===== src/rtl/requant_serializer.sv =====
// requant_serializer: captures one vector of N_LANE signed accumulators and
// emits them one lane per cycle. Each lane is multiplied by an unsigned scale,
// rounded half up, arithmetically shifted right and saturated to int8. The
// int8 result is sign-extended onto an OUT_W-bit bus.
//
// Optional build macro: NPU_REQUANT_RELU_EN
//   defined   -> ReLU on the saturated result, so the output range is [0,127]
//   undefined -> signed output range [-128,127]
// The port list is the same in both builds.
//
// Handshake: a vector is captured on the rising edge where acc_valid_i and
// acc_ready_o are both high. acc_valid_i without acc_ready_o is ignored, so the
// source must hold the vector until it is taken. The output side has no
// backpressure: out_valid_o is a one-cycle qualifier for each lane result.
module requant_serializer #(
  parameter int N_LANE  = 4,
  parameter int ACC_W   = 24,
  parameter int OUT_W   = 24,
  parameter int SCALE_W = 8
) (
  input  logic                      clk,
  input  logic                      rst_n,
  input  logic                      clear_i,
  input  logic                      acc_valid_i,
  output logic                      acc_ready_o,
  input  logic [N_LANE*ACC_W-1:0]   acc_data_i,
  input  logic [SCALE_W-1:0]        cfg_scale_i,
  input  logic [4:0]                cfg_shift_i,
  output logic                      out_valid_o,
  output logic [OUT_W-1:0]          out_data_o,
  output logic                      out_last_o,
  output logic                      dbg_state_o
);

  localparam int LW = (N_LANE > 1) ? $clog2(N_LANE) : 1;
  localparam int PW = ACC_W + SCALE_W + 1;  // exact signed product width
  localparam int RW = PW + 1;               // headroom for the rounding add
  localparam logic [LW-1:0]        LAST   = LW'(N_LANE - 1);
  localparam logic signed [RW-1:0] SAT_HI = RW'(127);
  localparam logic signed [RW-1:0] SAT_LO = RW'(-128);

  typedef enum logic {
    S_IDLE = 1'b0,
    S_BUSY = 1'b1
  } state_e;

  state_e                    state_q, state_d;
  logic [LW-1:0]             lane_q, lane_d;
  logic signed [ACC_W-1:0]   buf_q [N_LANE];
  logic [SCALE_W-1:0]        scale_q;
  logic [4:0]                shift_q;
  logic                      out_valid_q, out_valid_d;
  logic                      out_last_q, out_last_d;
  logic [OUT_W-1:0]          out_data_q, out_data_d;

  logic                      capture;
  logic                      lane_last;
  logic signed [ACC_W-1:0]   sel;
  logic signed [PW-1:0]      prod;
  logic signed [RW-1:0]      rnd_add;
  logic signed [RW-1:0]      rnd;
  logic signed [RW-1:0]      shifted;
  logic [7:0]                res8;
  logic [OUT_W-1:0]          req_word;

  assign lane_last   = (lane_q == LAST);
  assign acc_ready_o = (state_q == S_IDLE) | ((state_q == S_BUSY) & lane_last);
  assign capture     = acc_valid_i & acc_ready_o;

  // Requantise the lane currently selected from the captured buffer.
  always_comb begin
    sel     = buf_q[lane_q];
    prod    = $signed({{(PW-ACC_W){sel[ACC_W-1]}}, sel})
            * $signed({{(PW-SCALE_W){1'b0}}, scale_q});
    rnd_add = (shift_q == 5'd0) ? '0 : (RW'(1) << (shift_q - 5'd1));
    rnd     = $signed({prod[PW-1], prod}) + rnd_add;
    shifted = rnd >>> shift_q;
    if (shifted > SAT_HI) begin
      res8 = 8'h7F;
    end else if (shifted < SAT_LO) begin
      res8 = 8'h80;
    end else begin
      res8 = shifted[7:0];
    end
`ifdef NPU_REQUANT_RELU_EN
    if (res8[7]) begin
      res8 = 8'h00;
    end
`endif
    req_word = {{(OUT_W-8){res8[7]}}, res8};
  end

  // Next-state and output logic: IDLE waits for a capture, BUSY emits one lane
  // per edge and can take the next vector on its last lane for full throughput.
  always_comb begin
    state_d     = state_q;
    lane_d      = lane_q;
    out_valid_d = 1'b0;
    out_last_d  = 1'b0;
    out_data_d  = out_data_q;
    case (state_q)
      S_IDLE: begin
        if (capture) begin
          state_d = S_BUSY;
          lane_d  = '0;
        end
      end
      S_BUSY: begin
        out_valid_d = 1'b1;
        out_last_d  = lane_last;
        out_data_d  = req_word;
        if (lane_last) begin
          lane_d  = '0;
          state_d = capture ? S_BUSY : S_IDLE;
        end else begin
          lane_d = lane_q + LW'(1);
        end
      end
      default: begin
        state_d = S_IDLE;
        lane_d  = '0;
      end
    endcase
  end

  // State, output and capture registers; clear_i flushes exactly like reset.
  always_ff @(posedge clk) begin
    if (!rst_n || clear_i) begin
      state_q     <= S_IDLE;
      lane_q      <= '0;
      out_valid_q <= 1'b0;
      out_last_q  <= 1'b0;
      out_data_q  <= '0;
      scale_q     <= '0;
      shift_q     <= '0;
      for (int i = 0; i < N_LANE; i++) begin
        buf_q[i] <= '0;
      end
    end else begin
      state_q     <= state_d;
      lane_q      <= lane_d;
      out_valid_q <= out_valid_d;
      out_last_q  <= out_last_d;
      out_data_q  <= out_data_d;
      if (capture) begin
        scale_q <= cfg_scale_i;
        shift_q <= cfg_shift_i;
        for (int i = 0; i < N_LANE; i++) begin
          buf_q[i] <= acc_data_i[i*ACC_W +: ACC_W];
        end
      end
    end
  end

  assign out_valid_o = out_valid_q;
  assign out_last_o  = out_last_q;
  assign out_data_o  = out_data_q;
  assign dbg_state_o = state_q;

endmodule


===== config.mk =====
export PLATFORM = sky130hd
export DESIGN_NAME = requant_serializer
export DESIGN_NICKNAME = d
export VERILOG_FILES = /design/src/rtl/requant_serializer.sv
export SDC_FILE = /design/constraint.sdc
export NUM_CORES = 1
export LEC_CHECK = 0
export ABC_AREA = 0
export BUFFER_PORTS_ARGS = -buffer_cell sky130_fd_sc_hd__buf_4
export CAP_MARGIN = 20
export CORE_MARGIN = 5
export CORE_UTILIZATION = 55
export DETAILED_ROUTE_END_ITERATION = 12
export PLACE_DENSITY_LB_ADDON = 0.05
export SYNTH_ARGS = -nofsm -noshare
export SYNTH_HDL_FRONTEND = slang
export SYNTH_SLANG_ARGS = --single-unit

===== constraint.sdc =====
create_clock -name clk -period 11.8 [get_ports clk]
set_input_delay 1.18 -clock clk [delete_from_list [all_inputs] [get_ports clk]]
set_output_delay 1.18 -clock clk [all_outputs]
set_load 0.03 [all_outputs]

==> results of run 1 <==
## kinds of logic after synthesis
logic type      after synthesis  share of synthesized area
compound gates              326                      0.142
xor+xnor                     22                     0.0119
fa+ha+maj                   256                      0.271
buf+inv                     327                     0.0938
flops                       124                      0.205
mux                          72                     0.0699
other cells                   1                   0.000223
simple gates                664                      0.207
## layout make-up
type                            instances  area [um^2]  share of cell area
Clock buffer                           18          429              0.0234
Inverter                              212          797              0.0435
Sequential cell                       124         3440               0.188
Tap cell                              396          495              0.0270
Multi-Input combinational cell       1341        11800               0.644
Timing Repair Buffer                  161         1230              0.0672
Clock inverter                         14          133             0.00724
## registers in the layout (all words and copies together), names as in the netlist, named ones only
register     cells
shift_q          5
scale_q          8
out_valid_o      1
lane_q           2
out_data_o       8
buf_q           96
dbg_state_o      1
out_last_o       1
## metal layers
layer	global-route usage	vias up
met2	0.452	530
met5	0	-
met4	0.125	0
met3	0.0448	124
met1	0.392	6676
li1	-	6280
## path summary, 6_finish.rpt
check                                             start                         end  slack [ns]  cells past startpoint
worst min-delay path            scale_q[5]$_SDFFE_PP0P_     scale_q[5]$_SDFFE_PP0P_        0.50                      1
worst max-delay path                          flip-flop  out_data_o[6]$_SDFFE_PP0P_        2.44                     24
worst max register to register                flip-flop  out_data_o[6]$_SDFFE_PP0P_        2.44                     24
worst min register to register  scale_q[5]$_SDFFE_PP0P_     scale_q[5]$_SDFFE_PP0P_        0.50                      1
## report_power, final
part           leakage [uW]  switching [uW]  total [uW]  internal (uW)
Clock              0.000269             208         501            293
Sequential          0.00133            15.9         510            494
Combinational       0.00572             186         313            127
## critical path, cell delays in order (launching register included)
cell,delay [ns]
dfxtp_2,0.90
mux4_2,0.70
and2_1,0.22
fa_1,0.54
inv_1,0.06
fa_1,0.52
fa_1,0.44
fa_1,0.52
fa_1,0.54
inv_1,0.04
ha_1,0.58
and4_1,0.36
and3_1,0.20
o211a_1,0.26
nor2_1,0.11
o311ai_2,0.41
mux2_4,0.25
and2_1,0.75
nor2_1,0.08
a41o_1,0.26
or4b_1,0.52
and4b_1,0.29
nand4_2,0.20
a211o_1,0.36
a21oi_1,0.16
## Yosys cell counts, drive strengths merged (14+ instances only)
library cell  instances
a211o                14
a211oi               17
a21oi                69
a22o                 14
and2                218
buf                  41
clkbuf               71
dfxtp                28
edfxtp               96
fa                  180
ha                   76
inv                 209
mux2                 16
mux2i                23
mux4                 33
nand2               193
nand2b               15
nand3                26
nand4                24
nor2                 99
nor3                 32
o211ai               14
o21ai                62
xnor2                17
## cell usage in the layout, fill, tap and decap left out, types with 15 or more instances in the layout
cell       instances
a211oi_1          15
a21oi_1           65
and2_1           217
buf_4            159
clkbuf_16         17
dfxtp_1           27
edfxtp_1          96
fa_1             180
ha_1              76
inv_1            208
mux2i_1           23
mux4_2            30
nand2_1          191
nand2b_1          15
nand3_1           26
nand4_1           23
nor2_1            96
nor3_1            30
o21ai_0           46
xnor2_1           16
## metrics by stage
stage	setup WS, ns	hold WS, ns	util
after floorplan	3.45	0.511	-
final	2.44	0.500	0.604
after global placement	2.51	0.462	0.584
after global routing	1.85	0.503	0.604
after CTS	2.45	0.496	0.603
after detailed placement	2.48	0.471	0.585
==> flow_summary.toml, run 1 <==
[power_and_ir_drop]
powerDensity_nw_per_um2 = 72.2
power.leakage_uw = 0.00732
irDropWorstVdd_v = 0.000118
power.total_uw = 1320

[setup_path]
cp.required_ns = 12.15
endpoint_kind = "flip-flop"
crit_path_max_fanout = 25
arrival_ns = 9.71
start_kind = "flip-flop"
path_class = "flip-flop to flip-flop"

[yosys]
synth-edff-count = 96
synth_warnings = 0
synthesis.area_um2 = 16800
yosysSeqAreaShare = 0.205
synthFlopType = "edfxtp_1"
synth-seq-cells = 124
synth_area_leaders = "fa_1 21%, edfxtp_1 17%, and2_1 8.1%, ha_1 5.7%, inv_1 4.7%"
synth_cells = 1792
synth_top_area_cell = "fa_1"
async_flop_share = 0
syn-mean-instance-area_um2 = 9.38
synth_fp_nets = 2161
yosys.area.top_type_share = 0.214
synthDistinctLibCells = 116

[final_layout]
area_growth_pct = 9.00
drive_gt1_frac = 0.156
finalInstanceArea_um2 = 18300
nNetsFinal = 2226
diodes = 0
fin_cells = 2266
fillers = 2644

[timing]
setup_viol = 0
finalCritPeriodShare = 0.793
max_slew_margin = 0.248
worst_slew_pin_slew_ns = 1.13
rsz0062_at_grt = "false"
skew_ns = 0.0159
hold_violations = 0
drv_slew = 0
max_freq_mhz = 107
finalCriticalPeriod_ns = 9.36
fin_tns_setup_ns = 0

[global_route]
grt_pass1_wl_um = 76700
antenna_found_initial = 0
grt_pass1_vias = 13800
grtUsageTotal = 0.285
grt_max_degree = 104
overflow = 0

[clock_tree]
hold_buffers = 0
worstSkewPairLatency_ns = 0.43
cts_buffers = 17
clockBufferDepth = 2
cts_setup_buffers = 0
clock-root-buffer = "clkbuf_16"
cts.sinks = 124
cts_tree = "yes"
ctsResizeCount = 0
clk_pin_slew_ns = 0.06
htree_levels = 4

[route]
wl_per_cell_um = 21.1
drc = 0
drt.antenna.violating_nets = 0
first_pass_iters = 8
drtIter0Drc = 1177
viasPerCell = 6.01
met3_length_um = 2860
route.met2.wl_um = 21900
vias = 13600
routed_wl_um = 47700
wl_met1_um = 20600
top_layer = "met4"

[floorplan]
fp.dieH_um = 185
die_x_um = 185
ioPinCount = 141
dieArea_um2 = 34200
num_rows = 64
design.core.area_um2 = 30300
initial_utilization = 0.554

[placed_design]
gp_congestion = 0.967
io_buffers = 140
place_inst = 2233
dpl_cell_area_um2 = 17700
dpl.hpwl_um = 37600

[run_status]
outcome = "complete, no violations"

[flow_run]
maxCapViolCount = 0

[min_path]
hp-class = "flip-flop to flip-flop"
No activity file was read; power rests on OpenSTA's default activity.
==> inputs of run 2 (changes only) <==
==> constraint.sdc (replaced) <==
create_clock -name clk -period 7.8 [get_ports clk]
set_input_delay 0.78 -clock clk [delete_from_list [all_inputs] [get_ports clk]]
set_output_delay 0.78 -clock clk [all_outputs]
set_load 0.03 [all_outputs]
==> run 2 against run 1 <==
Against the previous run:
- critical path depth up 4
- worst hold slack better by 0.052 ns
- largest cell class unchanged
- combinational power up 110%
- the flow now finishes with violations (setup timing)
- clock power up 42%
- total power up 62%
- worst setup slack worse by 2.6 ns
- non-clock buffer count up 303
- critical endpoint is now out_data_o[4]$_SDFFE_PP0P_
- sequential share of layout area down 3.1 points
==> flow_summary.toml, run 2 (synthesis results as in run 1) <==
[floorplan]
num_rows = 64
die_x_um = 185
design.core.area_um2 = 30300
ioPinCount = 141
dieArea_um2 = 34200
initial_utilization = 0.554
fp.dieH_um = 185

[route]
first_pass_iters = 5
wl_per_cell_um = 21.0
viasPerCell = 5.87
drt.antenna.violating_nets = 0
vias = 15100
routed_wl_um = 54000
drc = 0
drtIter0Drc = 1101

[global_route]
grtUsageTotal = 0.319
grt_pass1_wl_um = 85700
grt_max_degree = 103
grt_pass1_vias = 15700
antenna_found_initial = 0
overflow = 0

[min_path]
hp-class = "flip-flop to flip-flop"

[final_layout]
regMostFlops = "buf_q"
largest_reg_flops = 96
finalInstanceArea_um2 = 22000
fin_cells = 2567
nNetsFinal = 2529
area_growth_pct = 30.8
diodes = 0
drive_gt1_frac = 0.362
final_cell_mix = "431 x buf_4, 194 x and2_1, 191 x inv_1, 180 x nand2_1, 171 x fa_1"
mostFrequentLayoutCell = "buf_4"

[timing]
rsz0062_at_grt = "true"
setup_ws_ns = -0.132
setup_viol = 7
finalCritPeriodShare = 1.02
skew_ns = 0.0102
worst_slew_pin_slew_ns = 1.01
max_freq_mhz = 126
hold_violations = 0
drv_slew = 0
finalCriticalPeriod_ns = 7.93
max_slew_margin = 0.324

[clock_tree]
cts.sinks = 124
clockBufferDepth = 2
clk_pin_slew_ns = 0.06
clock-root-buffer = "clkbuf_16"
worstSkewPairLatency_ns = 0.41
cts_tree = "yes"
cts_buffers = 17
htree_levels = 4
hold_buffers = 0

[placed_design]
gp_congestion = 1.03
dpl.hpwl_um = 42200
io_buffers = 140
dpl_cell_area_um2 = 19800
place_inst = 2495

[setup_path]
cpMaxStageDelayCell = "mux4_2"
cp.required_ns = 8.14
path_class = "flip-flop to flip-flop"
start_kind = "flip-flop"
arrival_ns = 8.27
critPathBufInv = 7
crit_family = "adder cells"
crit_top_cell = "fa_1"
crit_path_max_fanout = 8
max_stage_delay_ns = 0.57
endpoint_kind = "flip-flop"

[power_and_ir_drop]
powerDensity_nw_per_um2 = 97.3
power.leakage_uw = 0.00902
irDropWorstVdd_v = 0.000199

[run_status]
outcome = "complete, but fails checks"
violations = "setup timing"

[flow_run]
maxCapViolCount = 0
## run 2: changes by cell type in the layout (fill, tap and decap cells not counted), sizes merged
cell      change
inv           -7
clkinv        +3
buf         +303
clkinvlp      +2
## run 2: timing repair
item | CTS | global route
buffers inserted | 31 | 10
hold endpoints to repair | 0 | 0
endpoints found under the setup margin | 7 | 7
pin swaps | 163 | 65
gates resized for setup | 196 | 78
cloned | 1 | 0
## run 2: worst paths after layout
| kind | from | slack (ns) | cells after the start | end |
|---|---|---|---|---|
| min reg2reg | scale_q[7]$_SDFFE_PP0P_ | 0.55 | 1 | scale_q[7]$_SDFFE_PP0P_ |
| max reg2reg | flip-flop | -0.13 | 28 | out_data_o[4]$_SDFFE_PP0P_ |
| max | flip-flop | -0.13 | 28 | out_data_o[4]$_SDFFE_PP0P_ |
| min | scale_q[7]$_SDFFE_PP0P_ | 0.55 | 1 | scale_q[7]$_SDFFE_PP0P_ |
## run 2: worst reg2reg max path, delay by kind of cell (launching register included)
kind | cells | cell delay (ns)
compound gates | 5 | 1.32
fa+ha+maj | 6 | 2.73
buf+inv | 7 | 0.89
flops | 1 | 0.40
mux | 1 | 0.57
simple gates | 9 | 1.95
## run 2: metal layers
metal / GRT usage / up-vias / share of wire
li1: - / 6893 / -
met1: 0.418 / 7331 / 0.40
met2: 0.531 / 677 / 0.48
met3: 0.0408 / 161 / 0.061
met4: 0.152 / 0 / 0.055
met5: 0 / - / 0
## run 2: area by class of cell
cell class / count / area (um^2)
repair buffers: 464 / 3720
fillers: 2242 / 8350
flip-flops and latches: 124 / 3450
well taps: 396 / 495
clock inverters: 12 / 103
inverters: 212 / 797
multi-input cells: 1341 / 13000
clock buffers: 18 / 429
## run 2: power by group
part	switching, uW	leakage, uW	internal [uW]	total [uW]
sequential	18.8	0.00133	747	766
clock	282	0.000245	430	712
combinational	346	0.00744	315	661
## run 2: per-stage QoR
stage               worst slack, ns  power (uW)  hold WS [ns]   util   TNS, ns
floorplan                   0.00102        1100         0.511      -         0
global placement             -0.349        1340         0.471  0.652     -2.43
detailed placement           -0.494        1350         0.498  0.652     -3.35
CTS                        -0.00229        2120         0.530  0.710  -0.00229
global route                 -0.335        2230         0.564  0.725     -2.07
finish                       -0.132        2140         0.553  0.725    -0.486
